File: config.mk
export PLATFORM = sky130hd
export DESIGN_NAME = serial_subtracter
export DESIGN_NICKNAME = d
export VERILOG_FILES = /design/src/rtl/sub_pkg.sv /design/src/rtl/digit_subtracter.sv /design/src/rtl/serial_subtracter.sv
export SDC_FILE = /design/constraint.sdc
export NUM_CORES = 1
export LEC_CHECK = 0
export ABC_AREA = 1
export BUFFER_PORTS_ARGS = -buffer_cell sky130_fd_sc_hd__buf_2
export CAP_MARGIN = 20
export CORE_AREA = 3 3 66 68
export DETAILED_ROUTE_END_ITERATION = 16
export DIE_AREA = 0 0 69 71
export PLACE_DENSITY = 0.67
export SETUP_SLACK_MARGIN = 0.4
export SYNTH_ARGS = -nofsm -noshare
export SYNTH_HDL_FRONTEND = slang
export SYNTH_HIERARCHICAL = 1
export SYNTH_SLANG_ARGS = --single-unit
File: constraint.sdc
create_clock -name clk -period 3.7 [get_ports clk]
set_input_delay 0.74 -clock clk [delete_from_list [all_inputs] [get_ports clk]]
set_output_delay 0.74 -clock clk [all_outputs]
set_load 0.05 [all_outputs]
File: src/rtl/sub_pkg.sv
// Shared definitions for the digit-serial subtracter: FSM state encoding
// and elaboration-time helpers for digit count and counter width.
package sub_pkg;

    typedef enum logic [0:0] {
        ST_IDLE = 1'b0,
        ST_RUN  = 1'b1
    } state_t;

    // Number of D-bit digits in an N-bit operand.
    function automatic int num_digits(input int n, input int d);
        return n / d;
    endfunction

    // Digit counter width: clog2 of the digit count, never narrower than 1 bit.
    function automatic int cnt_width(input int nd);
        return (nd <= 1) ? 1 : $clog2(nd);
    endfunction

endpackage

File: src/rtl/digit_subtracter.sv
// Combinational D-bit borrow-ripple subtraction stage:
// {b_out, diff_dig} = a_dig - b_dig - b_in.
module digit_subtracter
    import sub_pkg::*;
#(
    parameter int D = 2
) (
    input  logic [D-1:0] a_dig,
    input  logic [D-1:0] b_dig,
    input  logic         b_in,
    output logic [D-1:0] diff_dig,
    output logic         b_out
);

    logic [D:0] br;

    // Ripple the borrow from bit 0 upward; each bit is a full subtracter.
    always_comb begin
        br       = '0;
        diff_dig = '0;
        br[0]    = b_in;
        for (int i = 0; i < D; i++) begin
            diff_dig[i] = a_dig[i] ^ b_dig[i] ^ br[i];
            br[i+1]     = (~a_dig[i] & b_dig[i]) | (~(a_dig[i] ^ b_dig[i]) & br[i]);
        end
    end

    assign b_out = br[D];

endmodule

File: src/rtl/serial_subtracter.sv
// Digit-serial N-bit subtracter. Operands are latched on an accepted start,
// then consumed D bits per cycle from the LSB upward through a single
// digit_subtracter stage. Results and flags are registered on the last digit
// and held until the next completion.
module serial_subtracter
    import sub_pkg::*;
#(
    parameter int N = 8,
    parameter int D = 2
) (
    input  logic         clk,
    input  logic         rst_n,
    input  logic         start,
    input  logic [N-1:0] a,
    input  logic [N-1:0] b,
    input  logic         b_in,
    output logic         busy,
    output logic         done,
    output logic [N-1:0] diff,
    output logic         b_out,
    output logic         ovf,
    output logic         zero
);

    localparam int NUM_DIGITS = num_digits(N, D);
    localparam int CNT_W      = cnt_width(NUM_DIGITS);
    localparam logic [CNT_W-1:0] CNT_LOAD = CNT_W'(NUM_DIGITS - 1);

    if ((D < 1) || (D > N) || ((N % D) != 0)) begin : g_bad_digit
        $error("serial_subtracter: D must divide N evenly (N=%0d, D=%0d)", N, D);
    end

    state_t           state;
    logic [N-1:0]     a_sh;
    logic [N-1:0]     b_sh;
    logic [N-1:0]     d_sh;
    logic             borrow;
    logic [CNT_W-1:0] cnt;
    logic             a_msb;
    logic             b_msb;

    logic [D-1:0]     dig_diff;
    logic             dig_bout;
    logic [N-1:0]     d_next;

    digit_subtracter #(.D(D)) u_digit (
        .a_dig    (a_sh[D-1:0]),
        .b_dig    (b_sh[D-1:0]),
        .b_in     (borrow),
        .diff_dig (dig_diff),
        .b_out    (dig_bout)
    );

    // The new digit enters the difference register from the MSB side, so
    // after the last digit the full result is aligned without a final shift.
    if (D == N) begin : g_single_digit
        assign d_next = dig_diff;
    end else begin : g_multi_digit
        assign d_next = {dig_diff, d_sh[N-1:D]};
    end

    // Control FSM plus operand/result registers; results only change on the
    // last digit so they stay stable while a following operation runs.
    always_ff @(posedge clk or negedge rst_n) begin
        if (!rst_n) begin
            state  <= ST_IDLE;
            busy   <= 1'b0;
            done   <= 1'b0;
            diff   <= '0;
            b_out  <= 1'b0;
            ovf    <= 1'b0;
            zero   <= 1'b0;
            a_sh   <= '0;
            b_sh   <= '0;
            d_sh   <= '0;
            borrow <= 1'b0;
            cnt    <= '0;
            a_msb  <= 1'b0;
            b_msb  <= 1'b0;
        end else begin
            case (state)
                ST_IDLE: begin
                    done <= 1'b0;
                    if (start) begin
                        a_sh   <= a;
                        b_sh   <= b;
                        borrow <= b_in;
                        a_msb  <= a[N-1];
                        b_msb  <= b[N-1];
                        cnt    <= CNT_LOAD;
                        busy   <= 1'b1;
                        state  <= ST_RUN;
                    end
                end
                ST_RUN: begin
                    a_sh   <= a_sh >> D;
                    b_sh   <= b_sh >> D;
                    d_sh   <= d_next;
                    borrow <= dig_bout;
                    cnt    <= cnt - CNT_W'(1);
                    if (cnt == '0) begin
                        diff  <= d_next;
                        b_out <= dig_bout;
                        ovf   <= (a_msb ^ b_msb) & (a_msb ^ d_next[N-1]);
                        zero  <= (d_next == '0);
                        done  <= 1'b1;
                        busy  <= 1'b0;
                        state <= ST_IDLE;
                    end else begin
                        done <= 1'b0;
                    end
                end
                default: begin
                    done  <= 1'b0;
                    busy  <= 1'b0;
                    state <= ST_IDLE;
                end
            endcase
        end
    end

endmodule

==> summary.txt, run 1 <==
CTS
  • Clock tree from TritonCTS: yes
  • Post-CTS setup buffers: 0
  • Clk root buf: sky130_fd_sc_hd__clkbuf_8
  • Maximum level of the CTS H-tree: 2
  • Sinks on Clock Net: 41
  • Clock input transition at the sequential cells of the worst setup and hold paths: 70 ps
  • Clock tree buffer depth: 2
  • Worst-skew pair later-pin latency: 280 ps
  • Hold Buf Count CTS: 0
  • CTS resizes: 0
  • Clock buffer count from CTS: 5

Power
  • Max VDD drop: 315 µV
  • Sequential fraction of design power: 40.9%
  • Switching power: 769 µW
  • Internal power component: 999 µW
  • P per Cell Area: 884 nW/µm²
  • Leak Pwr: 0.00109 µW
  • Clk network pwr share: 16.3%
  • Sw Share: 43.5%
  • Combinational fraction of design power: 42.8%

STA
  • Final hold slack: 476 ps
  • Fmax achieved: 570 MHz
  • Final Setup Violations: 0
  • Total Neg Setup Slack: 0 ps
  • Final period demand of the worst path: 1750 ps
  • Transition time of the tightest slew-check pin: 886 ps
  • RSZ-0062 raised after global routing: false
  • Slew HR: 40.9%
  • Max-slew violation count: 0
  • Post-Route Skew: 4.54 ps
  • Fin crit share: 47.4%
  • Final Hold Fails: 0

Floorplan
  • Die area: 4900 µm²
  • Effective utilization at floorplan: 43.9%
  • Core Box Area: 3910 µm²
  • Floorplan die width: 69 µm
  • Standard-cell rows: 23
  • Top-level I/O count: 33
  • Height of the die: 71 µm

Detailed routing
  • Via count of the routed design: 1314
  • Number of detailed-route iterations in the first pass: 6
  • Routed len/inst: 11.3 µm
  • DRC: 0
  • Routed via count divided by cell count: 4.76
  • Number of nets with antenna violations after routing: 0
  • Wirelength, routed: 3130 µm
  • Detailed router's first-iteration violation count: 86

Status
  • Result of the run: completed

Worst setup path
  • Critical Path AT: 1980 ps
  • Crit Path Class: flip-flop to flip-flop
  • Crit. Startpoint: a_sh[0]
  • Worst Path Max Fanout: 4
  • Source of the worst register-to-register timing path: a_sh[0]
  • Capturing element type of the critical path: flip-flop
  • Element type at the critical path start: flip-flop
  • Data required time of the worst path: 3920 ps

Synthesis
  • FF+latch count, synth: 41
  • Syn_nets: 216
  • Count of cell types in the netlist: 17
  • Cell area after technology mapping: 1720 µm²
  • Syn_area_per_cell: 8.95 µm²
  • Count of mapped cells out of synthesis: 192
  • Number of warnings issued by yosys: 6
  • Fraction of the yosys area taken by sequential cells: 59.7%

Worst hold path
  • Worst min-delay path category: flip-flop to flip-flop
  • Launch point of the worst hold path: diff[6]

Layout
  • Fraction of layout instances using a drive strength above 1: 18.6%
  • Signed area change from the synthesized netlist to the final layout: 16.4%
  • Nets@finish: 250
  • Ant. Diodes: 0

Place
  • Global placement routability congestion: 0.689
  • Port buffer count: 32
  • HPWL after detailed placement: 2160 µm

Global routing
  • Initial antenna violation count: 0
  • Pin count of the biggest net entering global routing: 42
  • Number of global-route vias before repair: 1259
  • Residual overflow from global routing: 0
  • Global routing usage summed across all routing layers: 14.3%
  • Global-route wire length before repair: 5600 µm

Flow run
  • Max-cap violations: 0
## layout by cell type (no fill, tap or decap)
cell type,count
sky130_fd_sc_hd__inv_1,20
sky130_fd_sc_hd__ha_1,2
sky130_fd_sc_hd__nor3_1,1
sky130_fd_sc_hd__nand3_1,15
sky130_fd_sc_hd__o21ai_1,7
sky130_fd_sc_hd__fa_1,2
sky130_fd_sc_hd__dfrtp_1,41
sky130_fd_sc_hd__o21ai_0,9
sky130_fd_sc_hd__o211ai_1,1
sky130_fd_sc_hd__nand2_2,1
sky130_fd_sc_hd__nor2_1,7
sky130_fd_sc_hd__a21oi_1,1
sky130_fd_sc_hd__buf_4,3
sky130_fd_sc_hd__o21a_1,1
sky130_fd_sc_hd__buf_2,32
sky130_fd_sc_hd__nand2_1,75
sky130_fd_sc_hd__clkbuf_1,1
sky130_fd_sc_hd__clkbuf_8,6
sky130_fd_sc_hd__a22oi_1,1
## sequential cells by signal (all words and copies together) (netlist names), 2 cells and up
signal  cells
cnt         2
b_sh        8
d_sh        6
a_sh        8
diff        8
## logic make-up after synthesis
kind of cell	Yosys count	share of synthesized area [%]
AOI/OAI and AO/OA	20	6.26
and+or+nand+nor	99	22.9
DFF	41	59.7
adders and majority gates	4	3.79
buffers and inverters	28	7.28
## power groups by stage
stage	sequential, µW	combinational (µW)	clock, µW
after floorplan	926	399	0
after global placement	724	750	0
after detailed placement	734	766	0
after CTS	725	769	297
after global routing	747	854	316
final	723	756	289
## cell type report
class / count / area [µm²]
clock buffers: 7 / 86.3
fillers: 407 / 1910
inverters: 20 / 75.1
multi-input cells: 123 / 567
flip-flops and latches: 41 / 1030
well taps: 50 / 62.6
repair buffers: 35 / 183
## through the flow
stage | cell area, µm² | power, µW | util [%] | cells | setup WS, ps
after floorplan | 1720 | 1320 | - | 192 | 2060
after global placement | 1910 | 1470 | 48.9 | 269 | 1990
after detailed placement | 1910 | 1500 | 48.9 | 269 | 1950
after CTS | 2000 | 1790 | 51.1 | 276 | 1930
after global routing | 2000 | 1920 | 51.1 | 276 | 1740
final | 2000 | 1770 | 51.1 | 276 | 1950
## metal layers
layer	routed length, µm	track usage (%)	vias to the layer above
met3	182	3.55	5
met5	0	0	-
met2	1450	22.6	35
li1	-	-	660
met1	1460	18.7	614
met4	41	6.51	0
## synthesized netlist by cell type
cell type	n	share of area, %
sky130_fd_sc_hd__a21oi_1	1	0.29
sky130_fd_sc_hd__a22oi_1	1	0.44
sky130_fd_sc_hd__buf_2	4	1.2
sky130_fd_sc_hd__buf_4	4	1.7
sky130_fd_sc_hd__dfrtp_1	41	60
sky130_fd_sc_hd__fa_1	2	2.3
sky130_fd_sc_hd__ha_1	2	1.5
sky130_fd_sc_hd__inv_1	20	4.4
sky130_fd_sc_hd__nand2_1	75	16
sky130_fd_sc_hd__nand2_2	1	0.36
sky130_fd_sc_hd__nand3_1	15	4.4
sky130_fd_sc_hd__nor2_1	7	1.5
sky130_fd_sc_hd__nor3_1	1	0.29
sky130_fd_sc_hd__o211ai_1	1	0.44
sky130_fd_sc_hd__o21a_1	1	0.44
sky130_fd_sc_hd__o21ai_0	9	2.6
sky130_fd_sc_hd__o21ai_1	7	2.0
## worst max-delay path, cell delays in order, from the launching register on
cell and delay, ps:
sky130_fd_sc_hd__dfrtp_1 350, sky130_fd_sc_hd__inv_1 60, sky130_fd_sc_hd__fa_1 400, sky130_fd_sc_hd__inv_1 80, sky130_fd_sc_hd__fa_1 470, sky130_fd_sc_hd__nor3_1 200, sky130_fd_sc_hd__nand2_1 70, sky130_fd_sc_hd__nand2_1 60
## worst paths after layout
kind / endpoint / slack (ps) / cells past startpoint
max: zero / 1950 / 7
min: diff[6] / 480 / 2
max reg2reg: zero / 1950 / 7
min reg2reg: diff[6] / 480 / 2
max in group asynchronous: a_sh[7] / 2570 / 1
min in group asynchronous: diff[0] / 570 / 1
Note: power is estimated with default switching activity, not from simulation.
==> inputs of run 2 (changes only) <==
--- a/config.mk
+++ b/config.mk
@@ -5,13 +5,13 @@
 export SDC_FILE = /design/constraint.sdc
 export NUM_CORES = 1
 export LEC_CHECK = 0
-export ABC_AREA = 1
+export ABC_AREA = 0
 export BUFFER_PORTS_ARGS = -buffer_cell sky130_fd_sc_hd__buf_2
 export CAP_MARGIN = 20
-export CORE_AREA = 3 3 66 68
+export CORE_AREA = 3 3 68 70
 export DETAILED_ROUTE_END_ITERATION = 16
-export DIE_AREA = 0 0 69 71
-export PLACE_DENSITY = 0.67
+export DIE_AREA = 0 0 71 73
+export PLACE_DENSITY = 0.65
 export SETUP_SLACK_MARGIN = 0.4
 export SYNTH_ARGS = -nofsm -noshare
 export SYNTH_HDL_FRONTEND = slang
==> constraint.sdc (replaced) <==
create_clock -name clk -period 1.8 [get_ports clk]
set_input_delay 0.36 -clock clk [delete_from_list [all_inputs] [get_ports clk]]
set_output_delay 0.36 -clock clk [all_outputs]
set_load 0.05 [all_outputs]
==> run 2 against run 1 <==
Net effect:
- utilization increased by 2.0 points
- sequential power increased by 120%
- largest power group unchanged
- cell area increased by 7.0%
- the run now ends with negative setup slack left
==> summary.txt, run 2 <==
Status
  • Result of the run: complete, but fails checks
  • Violations in the final reports: negative setup slack

Floorplan
  • Effective utilization at floorplan: 44.4% (+0.55 points)
  • Height of the die: 73 µm (+2.8%)
  • Die area: 5180 µm² (+5.8%)
  • Floorplan die width: 71 µm (+2.9%)
  • Top-level I/O count: 33 (unchanged)
  • Standard-cell rows: 23 (unchanged)
  • Core Box Area: 4030 µm² (+2.9%)

Synthesis
  • Top post-synthesis cells by count: sky130_fd_sc_hd__dfrtp_1, sky130_fd_sc_hd__mux2_2, sky130_fd_sc_hd__mux2i_1
  • Top cell type's share of synthesized area: 57.3% (-2.4 points)
  • Fraction of the yosys area taken by sequential cells: 57.3% (-2.4 points)
  • EDFF count, synth: 0 (unchanged)
  • Cell area after technology mapping: 1790 µm² (+4.2%)
  • Count of mapped cells out of synthesis: 143 (-26%)
  • Most used flip-flop cell after synthesis: sky130_fd_sc_hd__dfrtp_1
  • Count of cell types in the netlist: 24 (+7)
  • Largest cells by area after synthesis: sky130_fd_sc_hd__dfrtp_1, sky130_fd_sc_hd__mux2_2, sky130_fd_sc_hd__mux2i_1
  • FF+latch count, synth: 41 (unchanged)
  • Most common cell in the synthesized netlist: sky130_fd_sc_hd__dfrtp_1
  • Syn_nets: 167 (-23%)
  • Cell type with the largest total area after synthesis: sky130_fd_sc_hd__dfrtp_1
  • Syn_area_per_cell: 12.5 µm² (+40%)
  • Async set-or-reset flop fraction in the synthesized netlist: 100% (unchanged)
  • Number of warnings issued by yosys: 6 (unchanged)

STA
  • Post-Route Skew: 5.27 ps (+0.733 ps)
  • Transition time of the tightest slew-check pin: 562 ps (-324 ps)
  • Final hold slack: 37.2 ps (-439 ps)
  • Final period demand of the worst path: 1850 ps (+93.2 ps)
  • Max-slew violation count: 0 (unchanged)
  • Final Setup Violations: 1 (+1)
  • Fmax achieved: 542 MHz (-5.0%)
  • Slew HR: 62.5% (+22 points)
  • Final Hold Fails: 0 (unchanged)
  • RSZ-0062 raised after global routing: true
  • Crit path setup slack, layout: -46.7 ps (-1990 ps)
  • Fin crit share: 103% (+55 points)

Place
  • Port buffer count: 32 (unchanged)
  • Global placement routability congestion: 0.704 (+2.1%)
  • HPWL after detailed placement: 2430 µm (+12%)
  • Pre-CTS setup slack: -89.8 ps (-2040 ps)

Layout
  • Signed area change from the synthesized netlist to the final layout: 19.5%
  • Biggest regs: a_sh x8, b_sh x8, diff x8
  • Ant. Diodes: 0 (unchanged)
  • Final Util: 53.1% (+2.0 points)
  • Nets@finish: 206 (-18%)
  • Fraction of layout instances using a drive strength above 1: 39.6% (+21 points)
  • Most used cells in the layout excluding fill and tap cells: sky130_fd_sc_hd__dfrtp_1, sky130_fd_sc_hd__buf_2, sky130_fd_sc_hd__mux2i_1
  • Most common cell after layout, fill and taps aside: sky130_fd_sc_hd__dfrtp_1

CTS
  • Clk root buf: sky130_fd_sc_hd__clkbuf_8
  • Clock buffer count from CTS: 5 (unchanged)
  • Sinks on Clock Net: 41 (unchanged)
  • Maximum level of the CTS H-tree: 2 (unchanged)
  • Clock input transition at the sequential cells of the worst setup and hold paths: 70 ps (about the same)
  • Clock tree from TritonCTS: yes
  • Post-CTS setup buffers: 0 (unchanged)
  • Worst-skew pair later-pin latency: 290 ps (about the same)
  • Clock tree buffer depth: 2 (unchanged)

Power
  • Leak Pwr: 0.00106 µW (-2.5%)
  • Max VDD drop: 652 µV (+110%)
  • Total power after layout: 4230 µW (+140%)
  • P per Cell Area: 1980 nW/µm² (+120%)

Detailed routing
  • Detailed router's first-iteration violation count: 49 (-43%)
  • Via count of the routed design: 1194 (-9.1%)
  • Number of nets with antenna violations after routing: 0 (unchanged)
  • Routed len/inst: 14.4 µm (+27%)
  • Number of detailed-route iterations in the first pass: 4 (-2)
  • DRC: 0 (unchanged)
  • Wirelength, routed: 3350 µm (+7.0%)
  • Routed via count divided by cell count: 5.15 (+8.1%)

Global routing
  • Pin count of the biggest net entering global routing: 35 (-17%)
  • Residual overflow from global routing: 0 (unchanged)
  • Initial antenna violation count: 0 (unchanged)
  • Global-route wire length before repair: 5690 µm (+1.7%)
  • Global routing usage summed across all routing layers: 14.3% (about the same)
  • Number of global-route vias before repair: 1222 (-2.9%)

Flow run
  • Max-cap violations: 0 (unchanged)

Worst hold path
  • Worst min-delay path category: input pin to async pin

Worst setup path
  • Element type at the critical path start: flip-flop
  • Worst Path Max Fanout: 2 (-2)
  • Capturing element type of the critical path: flip-flop
  • Crit Path Class: flip-flop to flip-flop
  • Critical Path AT: 2060 ps (+80 ps)
  • Data required time of the worst path: 2010 ps (-1910 ps)
## run 2: cell types whose count changed in the layout (fill, tap and decap cells not counted), moves of 8 or more
cell	previous run	this run
sky130_fd_sc_hd__inv_1	20	6
sky130_fd_sc_hd__mux2_2	0	15
sky130_fd_sc_hd__mux2i_1	0	17
sky130_fd_sc_hd__nand2_1	75	13
sky130_fd_sc_hd__nand3_1	15	0
sky130_fd_sc_hd__o21ai_0	9	1
## run 2: timing repair
item                       CTS  global route
gates cloned                 0             1
resized for setup            3             3
hold buffers                 0             0
setup endpoints to repair    6            14
pin swaps                    4             2
## run 2: critical path: stages (launching register included)
cell                      delay, ps
sky130_fd_sc_hd__dfrtp_1        370
sky130_fd_sc_hd__inv_2           50
sky130_fd_sc_hd__fa_2           380
sky130_fd_sc_hd__inv_2           60
sky130_fd_sc_hd__fa_1           410
sky130_fd_sc_hd__or3b_1         350
sky130_fd_sc_hd__a31oi_1        160
## run 2: path summary, 6_finish.rpt
check,startpoint,endpoint,slack [ps],cells past startpoint
max,a_sh[0],ovf,-50,6
min,rst_n,diff[2],40,1
max reg2reg,a_sh[0],ovf,-50,6
min reg2reg,b_sh[4],b_sh[2],500,2
max in group asynchronous,rst_n,a_sh[6],1120,2
min in group clk,b[6],b_sh[6],330,3
## run 2: report_power, final
part           switching (µW)  internal, µW  leakage (µW)  total, µW
combinational            1160           772      0.000494       1930
sequential                278          1330      0.000510       1610
clock                     290           403     0.0000540        693
## run 2: logic make-up after synthesis
group	share of synthesized area, %
DFF	57.3
muxes	20.2
and+or+nand+nor	7.76
AOI/OAI and AO/OA	6.08
buffers and inverters	5.03
adders and majority gates	3.63
## run 2: final cells by class
type | instances | area [µm²]
clock buffers | 5 | 68.8
clock inverters | 2 | 35.0
fillers | 379 | 1890
inverters | 9 | 33.8
multi-input cells | 87 | 708
flip-flops and latches | 41 | 1030
well taps | 50 | 62.6
repair buffers | 38 | 205
## run 2: routing by layer
metal,GRT usage [%],routed length (µm),vias to the layer above
li1,-,-,563
met1,16.2,1360,587
met2,24.9,1710,36
met3,5.10,211,8
met4,5.01,65,0
met5,0,0,-
## run 2: through the flow
| stage | TNS (ps) | cells | instance area (µm²) |
|---|---|---|---|
| after CTS | -91.2 | 231 | 2120 |
| after global routing | -286 | 232 | 2140 |
| final | -46.7 | 232 | 2140 |
| after global placement | -45.9 | 224 | 2000 |
| after floorplan | -59.8 | 143 | 1790 |
| after detailed placement | -166 | 224 | 2000 |
